**src/rtl/blur_pkg.sv**
```systemverilog
// Shared types for the blur pipeline: color sequencing, packed RGB pixel, serializer states.
// Also holds the byte-select helpers used by the serializer and the blur filter.
package blur_pkg;

  typedef enum logic [1:0] {
    RED   = 2'd0,
    GREEN = 2'd1,
    BLUE  = 2'd2
  } color_t;

  typedef struct packed {
    logic [7:0] r;
    logic [7:0] g;
    logic [7:0] b;
  } rgb_t;

  typedef enum logic [1:0] {
    IDLE = 2'd0,
    RUN  = 2'd1,
    GAP  = 2'd2
  } ser_state_t;

  function automatic color_t next_color(input color_t c);
    case (c)
      RED:     next_color = GREEN;
      GREEN:   next_color = BLUE;
      default: next_color = RED;
    endcase
  endfunction

  function automatic logic [7:0] color_byte(input rgb_t px, input color_t c);
    case (c)
      RED:     color_byte = px.r;
      GREEN:   color_byte = px.g;
      default: color_byte = px.b;
    endcase
  endfunction

endpackage

```
**src/rtl/pix_fifo2.sv**
```systemverilog
// Two-entry first-word-fall-through pixel FIFO; rd_data shows the head entry whenever !empty.
module pix_fifo2
  import blur_pkg::*;
(
  input  logic       clk,
  input  logic       rst_n,
  input  logic       push,
  input  logic       pop,
  input  rgb_t       wr_data,
  output rgb_t       rd_data,
  output logic [1:0] count,
  output logic       full,
  output logic       empty
);

  rgb_t mem [2];
  logic wr_ptr;
  logic rd_ptr;
  logic do_push;
  logic do_pop;

  assign full    = (count == 2'd2);
  assign empty   = (count == 2'd0);
  assign do_pop  = pop && !empty;
  assign do_push = push && (!full || do_pop);
  assign rd_data = mem[rd_ptr];

  always_ff @(posedge clk or negedge rst_n) begin
    if (!rst_n) begin
      wr_ptr <= 1'b0;
      rd_ptr <= 1'b0;
      count  <= 2'd0;
    end else begin
      if (do_push) wr_ptr <= ~wr_ptr;
      if (do_pop)  rd_ptr <= ~rd_ptr;
      count <= count + {1'b0, do_push} - {1'b0, do_pop};
    end
  end

  // Storage carries no reset; occupancy is tracked by count alone.
  always_ff @(posedge clk) begin
    if (do_push) mem[wr_ptr] <= wr_data;
  end

endmodule

```
**src/rtl/rgb_serializer.sv**
```systemverilog
// Frame-buffer reader that streams raster-order pixels as R,G,B bytes with row-end and done flags.
// Define SER_ROW_GAP_EN to insert ROW_GAP idle cycles after every row except the last.
module rgb_serializer
  import blur_pkg::*;
#(
  parameter int IMG_WIDTH  = 640,
  parameter int IMG_HEIGHT = 480,
  parameter int ADDR_W     = 19,
  parameter int ROW_GAP    = 4
) (
  input  logic              i_clk,
  input  logic              i_rst_n,
  input  logic              i_start,
  input  logic              i_hold,
  output logic              o_busy,
  output logic              o_done,
  output logic              o_rd_req,
  output logic [ADDR_W-1:0] o_rd_addr,
  input  logic              i_rd_valid,
  input  logic [23:0]       i_rd_data,
  output logic              o_valid,
  output logic [7:0]        o_pixel,
  output logic              o_row_end
);

  localparam int COL_W = $clog2(IMG_WIDTH);
  localparam int ROW_W = (IMG_HEIGHT > 1) ? $clog2(IMG_HEIGHT) : 1;
  localparam logic [ADDR_W-1:0] LAST_ADDR = ADDR_W'(IMG_WIDTH * IMG_HEIGHT - 1);
  localparam logic [COL_W-1:0]  LAST_COL  = COL_W'(IMG_WIDTH - 1);
  localparam logic [ROW_W-1:0]  LAST_ROW  = ROW_W'(IMG_HEIGHT - 1);

  if (IMG_WIDTH < 2 || IMG_HEIGHT < 1 || ROW_GAP < 0 ||
      longint'(IMG_WIDTH) * longint'(IMG_HEIGHT) > (longint'(1) << ADDR_W)) begin : g_bad_cfg
    $error("rgb_serializer: illegal parameter set");
  end

  ser_state_t        state;
  color_t            color;
  logic [COL_W-1:0]  col;
  logic [ROW_W-1:0]  row;
  logic [ADDR_W-1:0] addr_next;
  logic              addr_left;
  logic [1:0]        outstanding;
`ifdef SER_ROW_GAP_EN
  localparam int GAP_W = (ROW_GAP > 1) ? $clog2(ROW_GAP) : 1;
  logic [GAP_W-1:0]  gap_cnt;
`endif

  rgb_t       fifo_rd;
  logic [1:0] fifo_count;
  logic       fifo_full;
  logic       fifo_empty;
  logic       push;
  logic       pop;
  logic       vld_p0;
  logic       row_last;
  logic       frame_last;
  logic [2:0] in_use;
  logic       req_ok;

  // Emit decision for the byte registered this edge; pop retires the pixel on its blue byte.
  assign vld_p0     = (state == RUN) && !fifo_empty && !i_hold;
  assign row_last   = (col == LAST_COL);
  assign frame_last = row_last && (row == LAST_ROW);
  assign pop        = vld_p0 && (color == BLUE);
  assign push       = i_rd_valid && (state != IDLE) && (!fifo_full || pop);

  // Credit counts the slot freed by this edge's pop so latency-2 memory keeps up.
  assign in_use = {1'b0, fifo_count} + {1'b0, outstanding} - {2'b00, pop};
  assign req_ok = (state != IDLE) && addr_left && (in_use < 3'd2);

  pix_fifo2 u_fifo (
    .clk     (i_clk),
    .rst_n   (i_rst_n),
    .push    (push),
    .pop     (pop),
    .wr_data (rgb_t'(i_rd_data)),
    .rd_data (fifo_rd),
    .count   (fifo_count),
    .full    (fifo_full),
    .empty   (fifo_empty)
  );

  always_ff @(posedge i_clk or negedge i_rst_n) begin
    if (!i_rst_n) begin
      state       <= IDLE;
      color       <= RED;
      col         <= '0;
      row         <= '0;
      addr_next   <= '0;
      addr_left   <= 1'b0;
      outstanding <= 2'd0;
      o_busy      <= 1'b0;
      o_done      <= 1'b0;
      o_rd_req    <= 1'b0;
      o_rd_addr   <= '0;
      o_valid     <= 1'b0;
      o_pixel     <= '0;
      o_row_end   <= 1'b0;
`ifdef SER_ROW_GAP_EN
      gap_cnt     <= '0;
`endif
    end else begin
      o_rd_req  <= 1'b0;
      o_valid   <= vld_p0;
      o_row_end <= vld_p0 && (color == BLUE) && row_last;
      o_done    <= vld_p0 && (color == BLUE) && frame_last;
      if (vld_p0) o_pixel <= color_byte(fifo_rd, color);
      if (o_done) o_busy <= 1'b0;

      case (state)
        IDLE: begin
          // o_busy stays high through the done cycle, which blocks a start landing on it.
          if (i_start && !o_busy) begin
            state       <= RUN;
            o_busy      <= 1'b1;
            color       <= RED;
            col         <= '0;
            row         <= '0;
            o_rd_req    <= 1'b1;
            o_rd_addr   <= '0;
            addr_next   <= ADDR_W'(1);
            addr_left   <= 1'b1;
            outstanding <= 2'd1;
          end
        end
        default: begin
          if (req_ok) begin
            o_rd_req  <= 1'b1;
            o_rd_addr <= addr_next;
            addr_next <= addr_next + 1'b1;
            if (addr_next == LAST_ADDR) addr_left <= 1'b0;
          end
          outstanding <= outstanding + {1'b0, req_ok} - {1'b0, i_rd_valid};
          if (vld_p0) begin
            color <= next_color(color);
            if (color == BLUE) begin
              if (row_last) begin
                col <= '0;
                row <= row + 1'b1;
              end else begin
                col <= col + 1'b1;
              end
              if (frame_last) begin
                state <= IDLE;
              end
`ifdef SER_ROW_GAP_EN
              else if (row_last && ROW_GAP > 0) begin
                state   <= GAP;
                gap_cnt <= GAP_W'(ROW_GAP - 1);
              end
`endif
            end
          end
`ifdef SER_ROW_GAP_EN
          if (state == GAP) begin
            if (gap_cnt == '0) state <= RUN;
            else               gap_cnt <= gap_cnt - 1'b1;
          end
`endif
        end
      endcase
    end
  end

endmodule
```
**config.mk**
```make
export PLATFORM = sky130hd
export DESIGN_NAME = rgb_serializer
export DESIGN_NICKNAME = d
export VERILOG_FILES = /design/src/rtl/blur_pkg.sv /design/src/rtl/pix_fifo2.sv /design/src/rtl/rgb_serializer.sv
export SDC_FILE = /design/constraint.sdc
export NUM_CORES = 1
export LEC_CHECK = 0
export CAP_MARGIN = 0
export CORE_ASPECT_RATIO = 0.7
export CORE_MARGIN = 3
export CORE_UTILIZATION = 40
export DETAILED_ROUTE_END_ITERATION = 7
export PLACE_DENSITY = 0.62
export SLEW_MARGIN = 20
export SYNTH_ARGS = -nofsm -noshare
export SYNTH_HDL_FRONTEND = slang
export SYNTH_SLANG_ARGS = --single-unit
```
**constraint.sdc**
```tcl
create_clock -name i_clk -period 4.1 [get_ports i_clk]
set_clock_uncertainty 0.2 [all_clocks]
set_input_delay 1.025 -clock i_clk [delete_from_list [all_inputs] [get_ports i_clk]]
set_output_delay 1.025 -clock i_clk [all_outputs]
set_load 0.02 [all_outputs]
```
* Word level (Yosys, flattened, before mapping) *
Memories as Yosys holds them, arrays and structs flattened.
Cells that the tools add are included.

word-level totals
  register bits = 81
  memory bits (writable) = 48
  input port bits = 29
  output and inout port bits = 32
  logic and storage cells = 112
  memories kept = 1

operators by class
  $add $sub $neg = 9
  order comparisons = 1
  eq/ne operators = 8
  muxes and demuxes = 39
  bitwise gates (word level) = 2
  reductions and logical operators = 35

memory list
  memory      depth  bits a word  rd ports  clocked after Yosys merged registers in  wr ports  line             text
  u_fifo.mem  2      24           1         0                                        1         pix_fifo2.sv:16  rgb_t mem [2];

operators with widths
  cell                                                                    number
  19-bit two-way mux                                                      6
  10-bit two-way mux                                                      5
  9-bit two-way mux                                                       5
  19-bit by 1-bit adder with 19-bit output (second input constant)        1
  19-bit equality test (second input constant)                            1
  2-bit two-way mux                                                       9
  8-bit one-hot mux with 2 select lines                                   1
  2-bit nonzero test                                                      7
  1-bit logical AND                                                       13
  1-bit two-way mux                                                       12
  10-bit by 1-bit adder with 10-bit output (second input constant)        1
  10-bit equality test (second input constant)                            1
  9-bit by 1-bit adder with 9-bit output (second input constant)          1
  9-bit equality test (second input constant)                             1
  4-bit AND reduction                                                     2
  2-bit zero test                                                         3
  3-bit AND reduction                                                     2
  2-bit by 1-bit adder with 2-bit output                                  2
  2-bit by 1-bit equality test with 1-bit output (second input constant)  2
  2-bit equality test (second input constant)                             2
  1-bit zero test                                                         4
  2-bit one-hot mux with 2 select lines                                   1
  2-bit AND reduction                                                     2
  2-bit by 1-bit subtractor with 2-bit output                             2
  other kinds (6)                                                         8

* Depth between registers and ports, before layout *
  depth in word-level cells = 11
  depth in mapped cells = 19
  mapped depth without buffers = 16

* By module *
Synthesis repeated with hierarchy kept, for this count alone.

unflattened totals
  cells, all modules = 521
  area, all modules = 5,890.6 um2

by module, submodules not included
  module          instances  cells each  area each (um2)  sequential area each (um2)
  rgb_serializer  1          424         3,861.2          1,901.8
  pix_fifo2       1          97          2,029.4          1,541.5

* Worst setup path before layout *
OpenSTA, ideal clock, no wires.

  path type = input port to flip-flop
  start point = input port i_hold
  end point = register outstanding[1]
  library setup time = 95 ps
  arrival time = 4,382 ps
  required time = 3,805 ps
  slack = -577 ps
  cell stages on the path = 18
  path buffers = 2
  cells stage by stage = nand2b_2 or3_1 buf_2 inv_1 ha_1 nand2b_1 fa_1 nand3_1 nor2_1 clkinv_1 clkbuf_1 ha_1 inv_1 ha_1 xnor2_1 xnor2_1 nand2_1 o31ai_1

between the ends
  cells in the longest elaborated chain, start to end = 9

ends and longest elaborated chain
  element                                                line                   text
  from (decl)                                            rgb_serializer.sv:14   input logic i_hold,
  1-bit zero test                                        rgb_serializer.sv:62   assign vld_p0 = (state == RUN) && !fifo_empty && !i_hold;
  1-bit logical AND                                      rgb_serializer.sv:62
  1-bit logical AND                                      rgb_serializer.sv:65   assign pop = vld_p0 && (color == BLUE);
  3-bit by 1-bit subtractor with 3-bit output            rgb_serializer.sv:69   assign in_use = {1'b0, fifo_count} + {1'b0, outstanding} - {2'b00, pop};
  3-bit by 2-bit less-than comparator with 1-bit output  rgb_serializer.sv:70   assign req_ok = (state != IDLE) && addr_left && (in_use < 3'd2);
  1-bit logical AND                                      rgb_serializer.sv:70
  2-bit by 1-bit adder with 2-bit output                 rgb_serializer.sv:134  outstanding <= outstanding + {1'b0, req_ok} - {1'b0, i_rd_valid};
  2-bit by 1-bit subtractor with 2-bit output            rgb_serializer.sv:134
  2-bit two-way mux                                      rgb_serializer.sv:111  case (state)
  to (signal assigned)                                   rgb_serializer.sv:134
  to (decl)                                              rgb_serializer.sv:43   logic [1:0] outstanding;

No other way between the ends.
A chain may end at the register's enable or synchronous reset.

* Final worst setup path *
  start point = input port i_hold
  end point = register addr_next[16]

between the ends
  cells in the longest elaborated chain, start to end = 8

ends and longest elaborated chain
  element                                                line                   text
  1-bit zero test                                        rgb_serializer.sv:62
  1-bit logical AND                                      rgb_serializer.sv:62
  1-bit logical AND                                      rgb_serializer.sv:65
  3-bit by 1-bit subtractor with 3-bit output            rgb_serializer.sv:69
  3-bit by 2-bit less-than comparator with 1-bit output  rgb_serializer.sv:70
  1-bit logical AND                                      rgb_serializer.sv:70
  2-bit nonzero test (no source line)                    -
  2-bit AND reduction (no source line)                   -
  to (signal assigned)                                   rgb_serializer.sv:131  addr_next <= addr_next + 1'b1;
  to (decl)                                              rgb_serializer.sv:41   logic [ADDR_W-1:0] addr_next;

No other way between the ends.

==> flow_metrics.tcl <==
set metrics [dict create \
    status "complete, no violations" \
    worstPathCellList "clkdlybuf4s50_1 > nand2b_4 > or3_1 > inv_2 > ha_4 > nand2b_4 > fa_2 > buf_4 > and3_1 > buf_4 > nand3_2 > buf_4 > nor3b_1 > mux2i_1" \
    synth_compound_area_share_pct 10.28 \
    setup-violations-final 0 \
    dr.pass1.iters 5 \
    yosys.area_share.simple_pct 18.47 \
    final-max-slew-violation-count 0 \
    io_buffers 60 \
    wl_per_cell_um 15.53 \
    numCtsBuffers 17 \
    drt_iter0_markers 214 \
    synth_xor_area_share_pct 2.085 \
    ys_types 66 \
    cpPeakStageDelay_ns 0.55 \
    final_cell_mix "nand2_1, dfrtp_1, clkdlybuf4s50_1" \
    die_area_um2 16060 \
    place_congestion 0.8265 \
    tightest_slew_ns 0.7525 \
    finalCriticalPeriod_ns 3.959 \
    yosys_warnings 0 \
    synth_cells 520 \
    grt_max_degree 81 \
    dp_hpwl_mm 8.187 \
    fp.dieW_um 150.2 \
    grt_pass1_wl_mm 20.82 \
    path_buf_inv 5 \
    min_path_type "reg2reg" \
    synthFlopType "dfrtp_1" \
    postRouteAntennaNets 0 \
    synth_area_per_cell_um2 11.19 \
    synthesis.nets 559 \
    start_kind "input port" \
    nets 637 \
    period_share_pct 96.57 \
    critPathKind "in2reg" \
    final_common_cell "nand2_1" \
    netlist_area_um2 5821 \
    globalRouteTotalUtil_pct 16.50 \
    clk_latency_ns 0.41 \
    cpLargestDelayFamily "simple AND/OR/NAND/NOR gates" \
    path_clk_slew_ns 0.06 \
    synthMuxAreaShare_pct 4.579 \
    vias 4214 \
    area_growth_pct 28.27 \
    end_kind "register" \
    postCtsHoldBufs 0 \
    hold_viol_final 0 \
    overflow 0 \
    crit_top_cell "buf_4" \
    max_slew_margin_pct 49.84 \
    leakage_uw 0.003059 \
    core-area_um2 14050 \
    synth_fa_ha_area_share_pct 2.279 \
    drt-total-wl_mm 12.44 \
    drc 0 \
    yosysTopAreaCellShare_pct 34.39 \
    cts_root_buffer "clkbuf_16" \
    worstPathMaxFanout 6 \
    crit_required_ns 4.23 \
    totalPowerFinal_uw 4721 \
    synth_top_area_cell "dfrtp_1" \
    setup_ws_ns 0.1405 \
    seq_area_frac_synth_pct 59.16 \
    clock_sinks 128 \
    vias_per_cell 5.261 \
    max_freq_ghz 0.2526 \
    arrival_ns 4.09 \
    pre_cts_slack_ns -0.3161 \
    post-cts-setup-buffers 0 \
    grt_pass1_vias 4145 \
    n_fill_cell 1279 \
    pin_count 61 \
    synth_area_leaders "dfrtp_1, edfxtp_1, nand2_1" \
    critical_path.slowest_cell "fa_2" \
    fp-row-count 36 \
    powerDensity_nw_per_um2 632.4 \
    num_antenna_cells 0 \
    ir_drop_mv 0.3879 \
    clockBufferDepth 2 \
    ys_seq_elements 128 \
    drv_cap 0 \
    cts_tree "done" \
    htree_levels 4 \
    initial_core_util_pct 41.42 \
    die_y_um 106.9 \
    layout-drive-gt1-share_pct 14.89 \
    synth_top_family_by_area "simple AND/OR/NAND/NOR gates" \
    antenna_found_initial 0 \
    synthArstFlopShare_pct 62.50 \
    synth_edf_count 48 \
    rsz0062_at_grt "false" \
]
[area by class of cell]
class	instances	area [um2]	area share, %
flip-flops and latches	128	3443	46.12
multi-input cells	350	2290	30.67
repair buffers	86	797.0	10.68
clock buffers	20	467.9	6.268
well taps	190	237.7	3.184
clock inverters	12	168.9	2.262
inverters	15	61.31	0.8212
[sequential cells by signal, indices dropped and copies added, names as in the netlist, 2 cells and up]
| name | cells |
|---|---|
| addr_next | 19 |
| col | 10 |
| color | 2 |
| o_pixel | 8 |
| o_rd_addr | 19 |
| outstanding | 2 |
| row | 9 |
| u_fifo.count | 2 |
| u_fifo.mem | 48 |
[layer usage]
layer / vias to the layer above / share of wire [%] / track usage [%]
met5: - / 0 / 0
met4: 0 / 1.3 / 5.026
met3: 16 / 5.1 / 4.014
met2: 101 / 44 / 24.57
met1: 2048 / 49 / 23.92
li1: 2049 / - / -
[cells in the mapped netlist (all sizes together) (6+ instances only)]
cell type	n
clkbuf	18
nand2	86
nand4	8
mux2i	21
nor4	8
buf	9
inv	13
a21oi	15
dfrtp	80
a31oi	8
nand2b	6
o21ai	35
xnor2	8
edfxtp	48
ha	9
nor2	22
nand3	35
o31ai	10
or4	7
[final timing paths]
check / start / to / slack, ns / cells past startpoint
worst max-delay path: i_hold / addr_next[16] / 0.14 / 14
worst min-delay path: o_done / o_busy / 0.27 / 1
worst max register to register: color[0] / addr_next[16] / 0.72 / 13
worst min register to register: o_done / o_busy / 0.27 / 1
max in group asynchronous: i_rst_n / addr_left / 2.72 / 1
min in group asynchronous: i_rst_n / row[4] / 0.45 / 1
[stage by stage]
step                instance area, um2  instances  TNS [ns]  hold slack (ns)  util, %
finish                            7466        801         0           0.2689    53.13
global route                      7466        801         0           0.3184    53.13
detailed placement                6802        769    -3.206           0.2667    48.40
CTS                               7438        801         0           0.2750    52.93
global placement                  6802        769    -2.482           0.2419    48.40
floorplan                         5912        520   -0.1113           0.2555        -
[power by group]
group	internal, uW	total (uW)	switching (uW)
combinational	656	1380	728
sequential	1560	1730	168
clock	1020	1610	587
total	3240	4720	1480
[cells by family (layout without fill, tap and decap cells)]
logic type / after synthesis / in the layout
AOI/OAI and AO/OA: 92 / 92
xor gates and xnor gates: 13 / 13
adders and majority gates: 10 / 10
buffers and inverters: 42 / 133
DFF: 128 / 128
muxes: 25 / 25
and+or+nand+nor: 210 / 210
[timing repair]
action,4_1_cts,5_1_grt
resized for setup,0,5
hold endpoints to repair,0,0
endpoints found under the setup margin,0,3
No activity file was read; power rests on OpenSTA's default activity.
